### config.mk
export PLATFORM = sky130hd
export DESIGN_NAME = pipeline_controller
export DESIGN_NICKNAME = d
export VERILOG_FILES = /design/src/rtl/pipeline_controller.sv
export SDC_FILE = /design/constraint.sdc
export NUM_CORES = 1
export LEC_CHECK = 0
export CAP_MARGIN = 20
export CORE_MARGIN = 1.5
export CORE_UTILIZATION = 42
export DETAILED_ROUTE_END_ITERATION = 16
export GPL_ROUTABILITY_DRIVEN = 0
export PLACE_DENSITY = 0.83
export SKIP_LAST_GASP = 1
export SLEW_MARGIN = 10
export SYNTH_ARGS = -nofsm -noshare
export SYNTH_HDL_FRONTEND = slang
export SYNTH_SLANG_ARGS = --single-unit
### constraint.sdc
create_clock -name clk -period 2.4 [get_ports clk]
set_input_delay 0.36 -clock clk [delete_from_list [all_inputs] [get_ports clk]]
set_output_delay 0.36 -clock clk [all_outputs]
set_load 0.1 [all_outputs]
### src/rtl/pipeline_controller.sv
// ---------------------------------------------------------------------------
// pipeline_controller
//
// Pipelined RV32I control unit. Decodes the instruction in ID, carries the
// control word through ID/EX, EX/MEM and MEM/WB, and resolves branches and
// jumps in EX against the predictor's guess.
//
// Parameters
//   ALUCTRL_W : ALU op width. 4 = full set, 3 = add/sub/and/or/slt only
//               (sll/srl/sra/xor/sltu decode as illegal).
//   IMMSRC_W  : ImmSrc width. 3 = U-type supported, 2 = lui/auipc illegal.
//   CNT_W     : perf counter width.
//
// Optional feature macro: PIPE_CTRL_PERF_CNT_EN
//   defined   -> br_count / mispred_count are live wrapping counters
//   undefined -> both tied to 0, no counter flops
//
// Ports
//   clk, rst_n                    clock, synchronous active-low reset
//   op_d, funct3_d, funct7b5_d    instruction fields in ID
//   stall_e, flush_e              hazard unit controls for ID/EX
//   zero_e, lt_e, ltu_e           ALU compare flags for the EX instruction
//   pred_taken_e                  predictor guess for the EX instruction
//   imm_src_d, illegal_d          ID decode (combinational)
//   alu_control_e, alu_src_e      EX ALU controls
//   result_src_e0                 EX instruction is a load
//   reg_write_m, mem_write_m      MEM stage enables
//   reg_write_w, result_src_w     WB stage controls
//   redirect_e, redirect_sel_e    mispredict redirect and target select
//   bp_update_e, bp_taken_e       predictor update strobe and outcome
//   br_count, mispred_count       perf counters
//
// Encodings
//   ALU op : 0000 add, 0001 sub, 0010 and, 0011 or, 0100 xor, 0101 slt,
//            0110 sll, 0111 srl, 1000 sra, 1001 sltu
//   ImmSrc : 000 I, 001 S, 010 B, 011 J, 100 U
//   Loads accept funct3 000/001/010/100/101, stores 000/001/010,
//   jalr 000; jal/lui/auipc carry immediate bits there and ignore them.
// ---------------------------------------------------------------------------
module pipeline_controller #(
  parameter int ALUCTRL_W = 4,
  parameter int IMMSRC_W  = 3,
  parameter int CNT_W     = 32
) (
  input  logic                 clk,
  input  logic                 rst_n,
  input  logic [6:0]           op_d,
  input  logic [2:0]           funct3_d,
  input  logic                 funct7b5_d,
  input  logic                 stall_e,
  input  logic                 flush_e,
  input  logic                 zero_e,
  input  logic                 lt_e,
  input  logic                 ltu_e,
  input  logic                 pred_taken_e,
  output logic [IMMSRC_W-1:0]  imm_src_d,
  output logic                 illegal_d,
  output logic [ALUCTRL_W-1:0] alu_control_e,
  output logic                 alu_src_e,
  output logic                 result_src_e0,
  output logic                 reg_write_m,
  output logic                 reg_write_w,
  output logic                 mem_write_m,
  output logic [1:0]           result_src_w,
  output logic                 redirect_e,
  output logic [1:0]           redirect_sel_e,
  output logic                 bp_update_e,
  output logic                 bp_taken_e,
  output logic [CNT_W-1:0]     br_count,
  output logic [CNT_W-1:0]     mispred_count
);

  localparam logic [6:0] OP_LOAD   = 7'b0000011;
  localparam logic [6:0] OP_I      = 7'b0010011;
  localparam logic [6:0] OP_AUIPC  = 7'b0010111;
  localparam logic [6:0] OP_STORE  = 7'b0100011;
  localparam logic [6:0] OP_R      = 7'b0110011;
  localparam logic [6:0] OP_LUI    = 7'b0110111;
  localparam logic [6:0] OP_BRANCH = 7'b1100011;
  localparam logic [6:0] OP_JALR   = 7'b1100111;
  localparam logic [6:0] OP_JAL    = 7'b1101111;

  localparam logic [3:0] ALU_ADD  = 4'b0000;
  localparam logic [3:0] ALU_SUB  = 4'b0001;
  localparam logic [3:0] ALU_AND  = 4'b0010;
  localparam logic [3:0] ALU_OR   = 4'b0011;
  localparam logic [3:0] ALU_XOR  = 4'b0100;
  localparam logic [3:0] ALU_SLT  = 4'b0101;
  localparam logic [3:0] ALU_SLL  = 4'b0110;
  localparam logic [3:0] ALU_SRL  = 4'b0111;
  localparam logic [3:0] ALU_SRA  = 4'b1000;
  localparam logic [3:0] ALU_SLTU = 4'b1001;

  // The control word is always carried at full 4-bit ALU width; narrowing
  // to ALUCTRL_W only happens at the output, and narrow builds never let an
  // extended op through decode.
  typedef struct packed {
    logic       reg_write;
    logic       mem_write;
    logic [1:0] result_src;
    logic       branch;
    logic       jump;
    logic       jalr;
    logic       alu_src;
    logic [3:0] alu_op;
    logic [2:0] funct3;
  } ctrl_t;

  localparam ctrl_t BUBBLE = '0;

  // Returns {bad, extended, alu_op}. For I-type, funct7b5 is an immediate
  // bit except on shifts, where it selects srai and must be 0 for slli.
  function automatic logic [5:0] alu_dec(input logic [2:0] f3,
                                         input logic       f7b5,
                                         input logic       is_r);
    logic       f_bad;
    logic       f_ext;
    logic [3:0] f_op;
    f_bad = 1'b0;
    f_ext = 1'b0;
    f_op  = ALU_ADD;
    case (f3)
      3'b000: f_op = (is_r && f7b5) ? ALU_SUB : ALU_ADD;
      3'b001: begin f_op = ALU_SLL;  f_ext = 1'b1; f_bad = f7b5;        end
      3'b010: begin f_op = ALU_SLT;                f_bad = is_r & f7b5; end
      3'b011: begin f_op = ALU_SLTU; f_ext = 1'b1; f_bad = is_r & f7b5; end
      3'b100: begin f_op = ALU_XOR;  f_ext = 1'b1; f_bad = is_r & f7b5; end
      3'b101: begin f_op = f7b5 ? ALU_SRA : ALU_SRL; f_ext = 1'b1;      end
      3'b110: begin f_op = ALU_OR;                 f_bad = is_r & f7b5; end
      default: begin f_op = ALU_AND;               f_bad = is_r & f7b5; end
    endcase
    return {f_bad, f_ext, f_op};
  endfunction

  // ---------------------------------------------------------------- ID ----
  ctrl_t      dec;
  ctrl_t      dec_word;
  logic [2:0] imm3;
  logic       bad;
  logic       ext;
  logic       utype;

  always_comb begin
    dec        = BUBBLE;
    dec.funct3 = funct3_d;
    imm3       = 3'b000;
    bad        = 1'b0;
    ext        = 1'b0;
    utype      = 1'b0;
    case (op_d)
      OP_R: begin
        {bad, ext, dec.alu_op} = alu_dec(funct3_d, funct7b5_d, 1'b1);
        dec.reg_write = 1'b1;
      end
      OP_I: begin
        {bad, ext, dec.alu_op} = alu_dec(funct3_d, funct7b5_d, 1'b0);
        dec.reg_write = 1'b1;
        dec.alu_src   = 1'b1;
      end
      OP_LOAD: begin
        dec.reg_write  = 1'b1;
        dec.result_src = 2'b01;
        dec.alu_src    = 1'b1;
        // lb/lh/lw/lbu/lhu only
        bad = (funct3_d == 3'b011) || (funct3_d[2:1] == 2'b11);
      end
      OP_STORE: begin
        dec.mem_write = 1'b1;
        dec.alu_src   = 1'b1;
        imm3          = 3'b001;
        bad           = funct3_d[2] || (funct3_d[1:0] == 2'b11);
      end
      OP_BRANCH: begin
        dec.branch = 1'b1;
        dec.alu_op = ALU_SUB;
        imm3       = 3'b010;
        bad        = (funct3_d[2:1] == 2'b01);
      end
      OP_JAL: begin
        dec.reg_write  = 1'b1;
        dec.result_src = 2'b10;
        dec.jump       = 1'b1;
        imm3           = 3'b011;
      end
      OP_JALR: begin
        dec.reg_write  = 1'b1;
        dec.result_src = 2'b10;
        dec.jalr       = 1'b1;
        dec.alu_src    = 1'b1;
        bad            = (funct3_d != 3'b000);
      end
      OP_LUI, OP_AUIPC: begin
        dec.reg_write = 1'b1;
        dec.alu_src   = 1'b1;
        imm3          = 3'b100;
        utype         = 1'b1;
      end
      default: bad = 1'b1;
    endcase
  end

  assign illegal_d = bad || (ext && (ALUCTRL_W < 4)) || (utype && (IMMSRC_W < 3));
  assign dec_word  = illegal_d ? BUBBLE : dec;
  assign imm_src_d = illegal_d ? '0 : IMMSRC_W'(imm3);

  // ---------------------------------------------------------------- EX ----
  ctrl_t ex;
  logic  cond_e;
  logic  taken_e;

  // redirect_e is fed back here so the wrong-path ID instruction is killed
  // even if the hazard unit is stalling at the same time.
  always_ff @(posedge clk) begin
    if (!rst_n)                      ex <= BUBBLE;
    else if (redirect_e || flush_e)  ex <= BUBBLE;
    else if (!stall_e)               ex <= dec_word;
  end

  always_comb begin
    case (ex.funct3)
      3'b000:  cond_e = zero_e;
      3'b001:  cond_e = !zero_e;
      3'b100:  cond_e = lt_e;
      3'b101:  cond_e = !lt_e;
      3'b110:  cond_e = ltu_e;
      3'b111:  cond_e = !ltu_e;
      default: cond_e = 1'b0;
    endcase
  end

  // A bubble has branch/jump/jalr clear, so every EX resolution output
  // below falls to 0 for it without extra gating.
  assign taken_e = (ex.branch & cond_e) | ex.jump | ex.jalr;

  always_comb begin
    redirect_e     = 1'b0;
    redirect_sel_e = 2'b00;
    if (ex.jalr) begin
      // target is register-dependent; the front end never predicts it
      redirect_e     = 1'b1;
      redirect_sel_e = 2'b01;
    end else if (ex.branch || ex.jump) begin
      redirect_e     = taken_e ^ pred_taken_e;
      redirect_sel_e = taken_e ? 2'b00 : 2'b10;
    end
  end

  assign bp_update_e   = ex.branch | ex.jump;
  assign bp_taken_e    = taken_e;
  assign alu_control_e = ALUCTRL_W'(ex.alu_op);
  assign alu_src_e     = ex.alu_src;
  assign result_src_e0 = ex.result_src[0];

  // --------------------------------------------------------- MEM / WB ----
  logic [1:0] result_src_m;

  always_ff @(posedge clk) begin
    if (!rst_n) begin
      reg_write_m  <= 1'b0;
      mem_write_m  <= 1'b0;
      result_src_m <= 2'b00;
      reg_write_w  <= 1'b0;
      result_src_w <= 2'b00;
    end else begin
      reg_write_m  <= ex.reg_write;
      mem_write_m  <= ex.mem_write;
      result_src_m <= ex.result_src;
      reg_write_w  <= reg_write_m;
      result_src_w <= result_src_m;
    end
  end

  // ------------------------------------------------------ perf counters ----
`ifdef PIPE_CTRL_PERF_CNT_EN
  logic [CNT_W-1:0] br_cnt_q;
  logic [CNT_W-1:0] mis_cnt_q;

  always_ff @(posedge clk) begin
    if (!rst_n) begin
      br_cnt_q  <= '0;
      mis_cnt_q <= '0;
    end else begin
      if (bp_update_e) br_cnt_q  <= br_cnt_q + CNT_W'(1);
      if (redirect_e)  mis_cnt_q <= mis_cnt_q + CNT_W'(1);
    end
  end

  assign br_count      = br_cnt_q;
  assign mispred_count = mis_cnt_q;
`else
  assign br_count      = '0;
  assign mispred_count = '0;
`endif

endmodule
## Word-level counts from Yosys, hierarchy flattened

Cells that the tools add are included.
Widths: inputs -> output; s select.

| word-level totals | value |
|---|---|
| flip-flop bits (word level) | 22 |
| input bits | 19 |
| output and inout port bits | 84 |
| logic and storage cells | 84 |

| cells by class | value |
|---|---|
| equal/unequal tests | 23 |
| multiplexer cells | 24 |
| bitwise gates (word level) | 6 |
| reductions and logical operators | 17 |

Operators with widths:

| kind | count |
|---|---|
| $pmux 4 s7 | 2 |
| $eq 3x3->1 const B | 7 |
| $eq 7x6->1 const B | 3 |
| $eq 7x7->1 const B | 3 |
| $mux 15 | 1 |
| $eq 7x5->1 const B | 2 |
| $pmux 3 s4 | 1 |
| $pmux 4 s3 | 1 |
| $mux 1 | 11 |
| $reduce_or 2->1 | 4 |
| $eq 7x2->1 const B | 1 |
| $pmux 1 s7 | 1 |
| $reduce_or 7->1 | 1 |
| $eq 3x1->1 const B | 2 |
| $eq 3x2->1 const B | 2 |
| $logic_not 3->1 | 2 |
| $mux 2 | 3 |
| $pmux 1 s6 | 1 |
| $reduce_or 6->1 | 1 |
| $eq 2x2->1 const B | 2 |
| $logic_or 1x1->1 | 4 |
| $mux 4 | 1 |
| $pmux 2 s2 | 1 |
| $logic_not 1->1 | 3 |
| other kinds (8) | 10 |

## Longest topological paths before layout

| depth | value |
|---|---|
| depth after elaboration | 10 |
| depth in mapped cells | 7 |
| mapped depth without buffers | 5 |

## Least setup slack after synthesis

Ideal clock, no wire load.

| timing | value |
|---|---|
| path type | input -> output |
| start point | in op_d[5] |
| end point | out imm_src_d[0] |
| arrival time | 4.231 ns |
| data required time | 2.040 ns |
| setup slack | -2.191 ns |
| cell stages on the path | 6 |
| buffers on the path | 1 |
| cell sequence | buf_2 > o21ai_0 > a2111oi_2 > nor2_1 > nand2_1 > o41ai_1 |

| between the ends | value |
|---|---|
| cells in the longest elaborated chain, start to end | 4 |
| elaborated cells on any way between the ends | 14 |
| those cells by class | eq/ne (9); mux (3); reduce/logical (2) |

RTL lines:

| what | RTL line | RTL |
|---|---|---|
| from (decl) | 47 | `input logic [6:0] op_d,` |
| $eq 7x6->1 (tied with other cells) | 150 | `case (op_d)` |
| $reduce_or 3->1 (no source line) or $reduce_or 2->1 (tied branches) | n/a |  |
| $pmux 1 s7 or $pmux 3 s4 (tied branches) | 150 |  |
| $mux 3 * | 204 | `assign imm_src_d = illegal_d ? '0 : IMMSRC_W'(imm3);` |
| to (decl) | 56 | `output logic [IMMSRC_W-1:0] imm_src_d,` |

Mark *: on every way between the ends. The rest lies on a longest branch, timed or not.

## Worst setup path in the final report

| timing | value |
|---|---|
| start point | in zero_e |
| end point | out redirect_sel_e[1] |

| between the ends | value |
|---|---|
| cells in the longest elaborated chain, start to end | 8 |

RTL lines:

| what | RTL line | RTL |
|---|---|---|
| from (decl) | 52 | `input logic zero_e,` |
| $logic_not 1->1 | 222 | `3'b001: cond_e = !zero_e;` |
| $pmux 1 s6 * | 220 | `case (ex.funct3)` |
| $and 1x1->1 * | 233 | `assign taken_e = (ex.branch & cond_e) \| ex.jump \| ex.jalr;` |
| $or 1x1->1 * (2 in a row) | 233 |  |
| $mux 2 * | 244 | `redirect_sel_e = taken_e ? 2'b00 : 2'b10;` |
| $mux 2 * | 242 | `end else if (ex.branch \|\| ex.jump) begin` |
| $mux 2 * | 238 | `if (ex.jalr) begin` |
| to (decl) | 66 | `output logic [1:0] redirect_sel_e,` |

Marks and branches as above.

==> reports/results.txt <==
Status: completed
Slew HR: 0.551
Clock buffer depth: 2
H-tree depth: 1
HPWL after DPL: 3100 µm
WS Path Type: input pin to output port
Drt first pass iters: 4
Core ar.: 0.00406 mm²
Crit-path max FO: 3
Antenna-violating nets left: 0
Power per cell area: 553 mW/mm²
First-pass GRT wire length: 6070 µm
Initial core utilization: 0.445
Largest net degree at the start of global routing: 19
Tot Pwr: 1.30 mW
Tcrit/Tclk final: 0.970
Fmax: 0.429 GHz
Commonest non-fill, non-tap cells in the layout: conb_1 (64), buf_4 (44), dfxtp_1 (22)
Post-synthesis sequential area ratio: 0.244
Async SR Flop Fraction: 0
Met1 GRT Util: 0.207
Critical path arrival: 1970 ps
Top post-synthesis cells by area: buf_4 (30%), dfxtp_1 (24%), nand2_1 (3.7%)
Vias post-DR: 1569
Static leakage: 1.10 nW
Chip height: 68.5 µm
Syn Area/Cell: 7.95 µm²
GRT Max-Usage Layer: met2
Die width: 68.5 µm
Met2 GRT Util: 0.296
Initial antenna violation count: 0
Largest stage delay, worst path: 410 ps
Vias in the first global route: 1348
GRT overflow: 0
EDFF count, synth: 0
Top-area cell type share of the netlist area: 0.295
CP endpoint kind: output port
Final setup vio count: 0
Final worst slack: 71.3 ps
Crit-path slowest cell: clkdlybuf4s50_1
Synthesized area: 0.00180 mm²
Met3 usage: 0.0260
CTS Buf Count: 3
Routed wire length: 4050 µm
Worst Max-Slew Pin Slew: 669 ps
Max-slew violation count: 0
Via density: 4.71
Synth-to-Final Area Change: 30.7%
Die area: 0.00470 mm²
Max Cap Violations: 0
Clk Latency, worst-skew pair: 270 ps
# DRC: 0
Nets: 303
Critical path, cell by cell: clkdlybuf4s50_1, mux2i_1, xor2_1, o21ai_1, a211o_2, nor2_4, buf_12
Synth Warn #: 0
Layout cell share with drive strength beyond 1: 0.272
Period minus WS final: 2330 ps
I/O pins: 103
# diodes: 0
Hold_ws: 433 ps
Total Routing Usage GR: 0.170
Hold Path Class: flip-flop to flip-flop
Port Buf Inserts: 38
CTS tree: yes
Syn Inst Count: 227
TritonCTS Sinks: 22
Iter 0 DRT Violations: 64
Number of distinct library cells after synthesis: 41
RSZ-0062 raised after global routing: no
Worst-path clk slew: 80 ps
Pre-CTS WS: -123 ps
Number of synthesized register bits: 22
Final Hold Viols: 0
Worst path required time: 2040 ps
Commonest non-fill, non-tap cell in the layout: conb_1
Maximum vdd ir drop: 0.225 mV
Rows: 23
Area leader, netlist: buf_4
Root Buffer: clkbuf_8
CTS Hold Bufs: 0
Routed wire per std cell: 12.1 µm
Top FF cell, synth: dfxtp_1
Skew final: 4.76 ps
Critical path launch point type: input pin
-- worst paths after layout --
path                                     endpoint  cells past startpoint  slack, ps             from
worst max-delay path            redirect_sel_e[1]                      7         70           zero_e
worst min-delay path              result_src_w[1]                      1        430  result_src_m[1]
worst max register to register      result_src_e0                      4        670            ex[9]
worst min register to register    result_src_w[1]                      1        430  result_src_m[1]
-- registers in the layout, indices dropped and copies added (netlist names) --
signal	flops
reg_write_w	1
mem_write_m	1
result_src_m	2
ex	9
alu_control_e	4
result_src_e0	1
alu_src_e	1
reg_write_m	1
result_src_w	2
-- synthesized netlist by cell type, types with 3 or more instances --
| cell | instances |
|---|---|
| nor2_1 | 17 |
| dfxtp_1 | 22 |
| and2_1 | 7 |
| nand2b_1 | 3 |
| nand3b_1 | 3 |
| a21oi_1 | 10 |
| a21oi_2 | 4 |
| nand4_1 | 7 |
| a211o_1 | 3 |
| a22oi_1 | 3 |
| buf_4 | 71 |
| o21ai_0 | 4 |
| buf_2 | 5 |
| a32oi_1 | 3 |
| nand2_1 | 18 |
| nor3_1 | 6 |
| nand3_1 | 5 |
| xor2_1 | 3 |
-- layer usage --
metal  vias to the layer above  share of wire
li1                        762              -
met4                         0          0.013
met2                        77           0.51
met1                       725           0.40
met3                         5          0.077
met5                         -              0
-- where the power goes --
| group | leakage [nW] | switching (mW) | internal [mW] |
|---|---|---|---|
| Sequential | 0.177 | 0.000336 | 0.365 |
| Clock | 0.0357 | 0.126 | 0.223 |
| Combinational | 0.884 | 0.516 | 0.0719 |
-- area by class of cell --
cell class	instances	area (µm²)
Sequential cell	22	440
Clock buffer	3	41.3
Clock inverter	1	30.0
Tap cell	50	62.6
Timing Repair Buffer	69	657
Inverter	2	7.51
Fill cell	372	1700
Multi-Input combinational cell	186	1120
-- cell families (layout without fill, tap and decap cells) --
| family | count (synthesis) | count (layout) | synth area share |
|---|---|---|---|
| xor gates and xnor gates | 3 | 3 | 0.0146 |
| muxes | 2 | 2 | 0.0111 |
| other | 1 | 64 | 0.00208 |
| buffers and inverters | 82 | 75 | 0.330 |
| DFF | 22 | 22 | 0.244 |
| AOI/OAI and AO/OA | 38 | 38 | 0.158 |
| and+or+nand+nor | 79 | 79 | 0.240 |
-- timing repair --
action                                  in CTS  in global routing
resized for setup                           10                 14
endpoints found under the setup margin       4                  4
pin swaps                                    3                  3
setup buffers                                2                  0
-- metrics by stage --
stage | instance area [µm²] | util | setup TNS (ps) | std cells
2_1_floorplan | 2080 | - | -306 | 290
3_3_place_gp | 2190 | 0.541 | -267 | 327
3_5_place_dp | 2190 | 0.541 | -226 | 327
4_1_cts | 2290 | 0.564 | -22.3 | 333
5_1_grt | 2360 | 0.581 | 0 | 333
6_report | 2360 | 0.581 | 0 | 333
-- critical path: cells and delay by family --
kind | cells | cell delay [ps]
AOI/OAI and AO/OA | 2 | 520
xor gates and xnor gates | 1 | 210
buffers and inverters | 2 | 590
muxes | 1 | 160
and+or+nand+nor | 1 | 140
(Power assumes the default switching activity.)
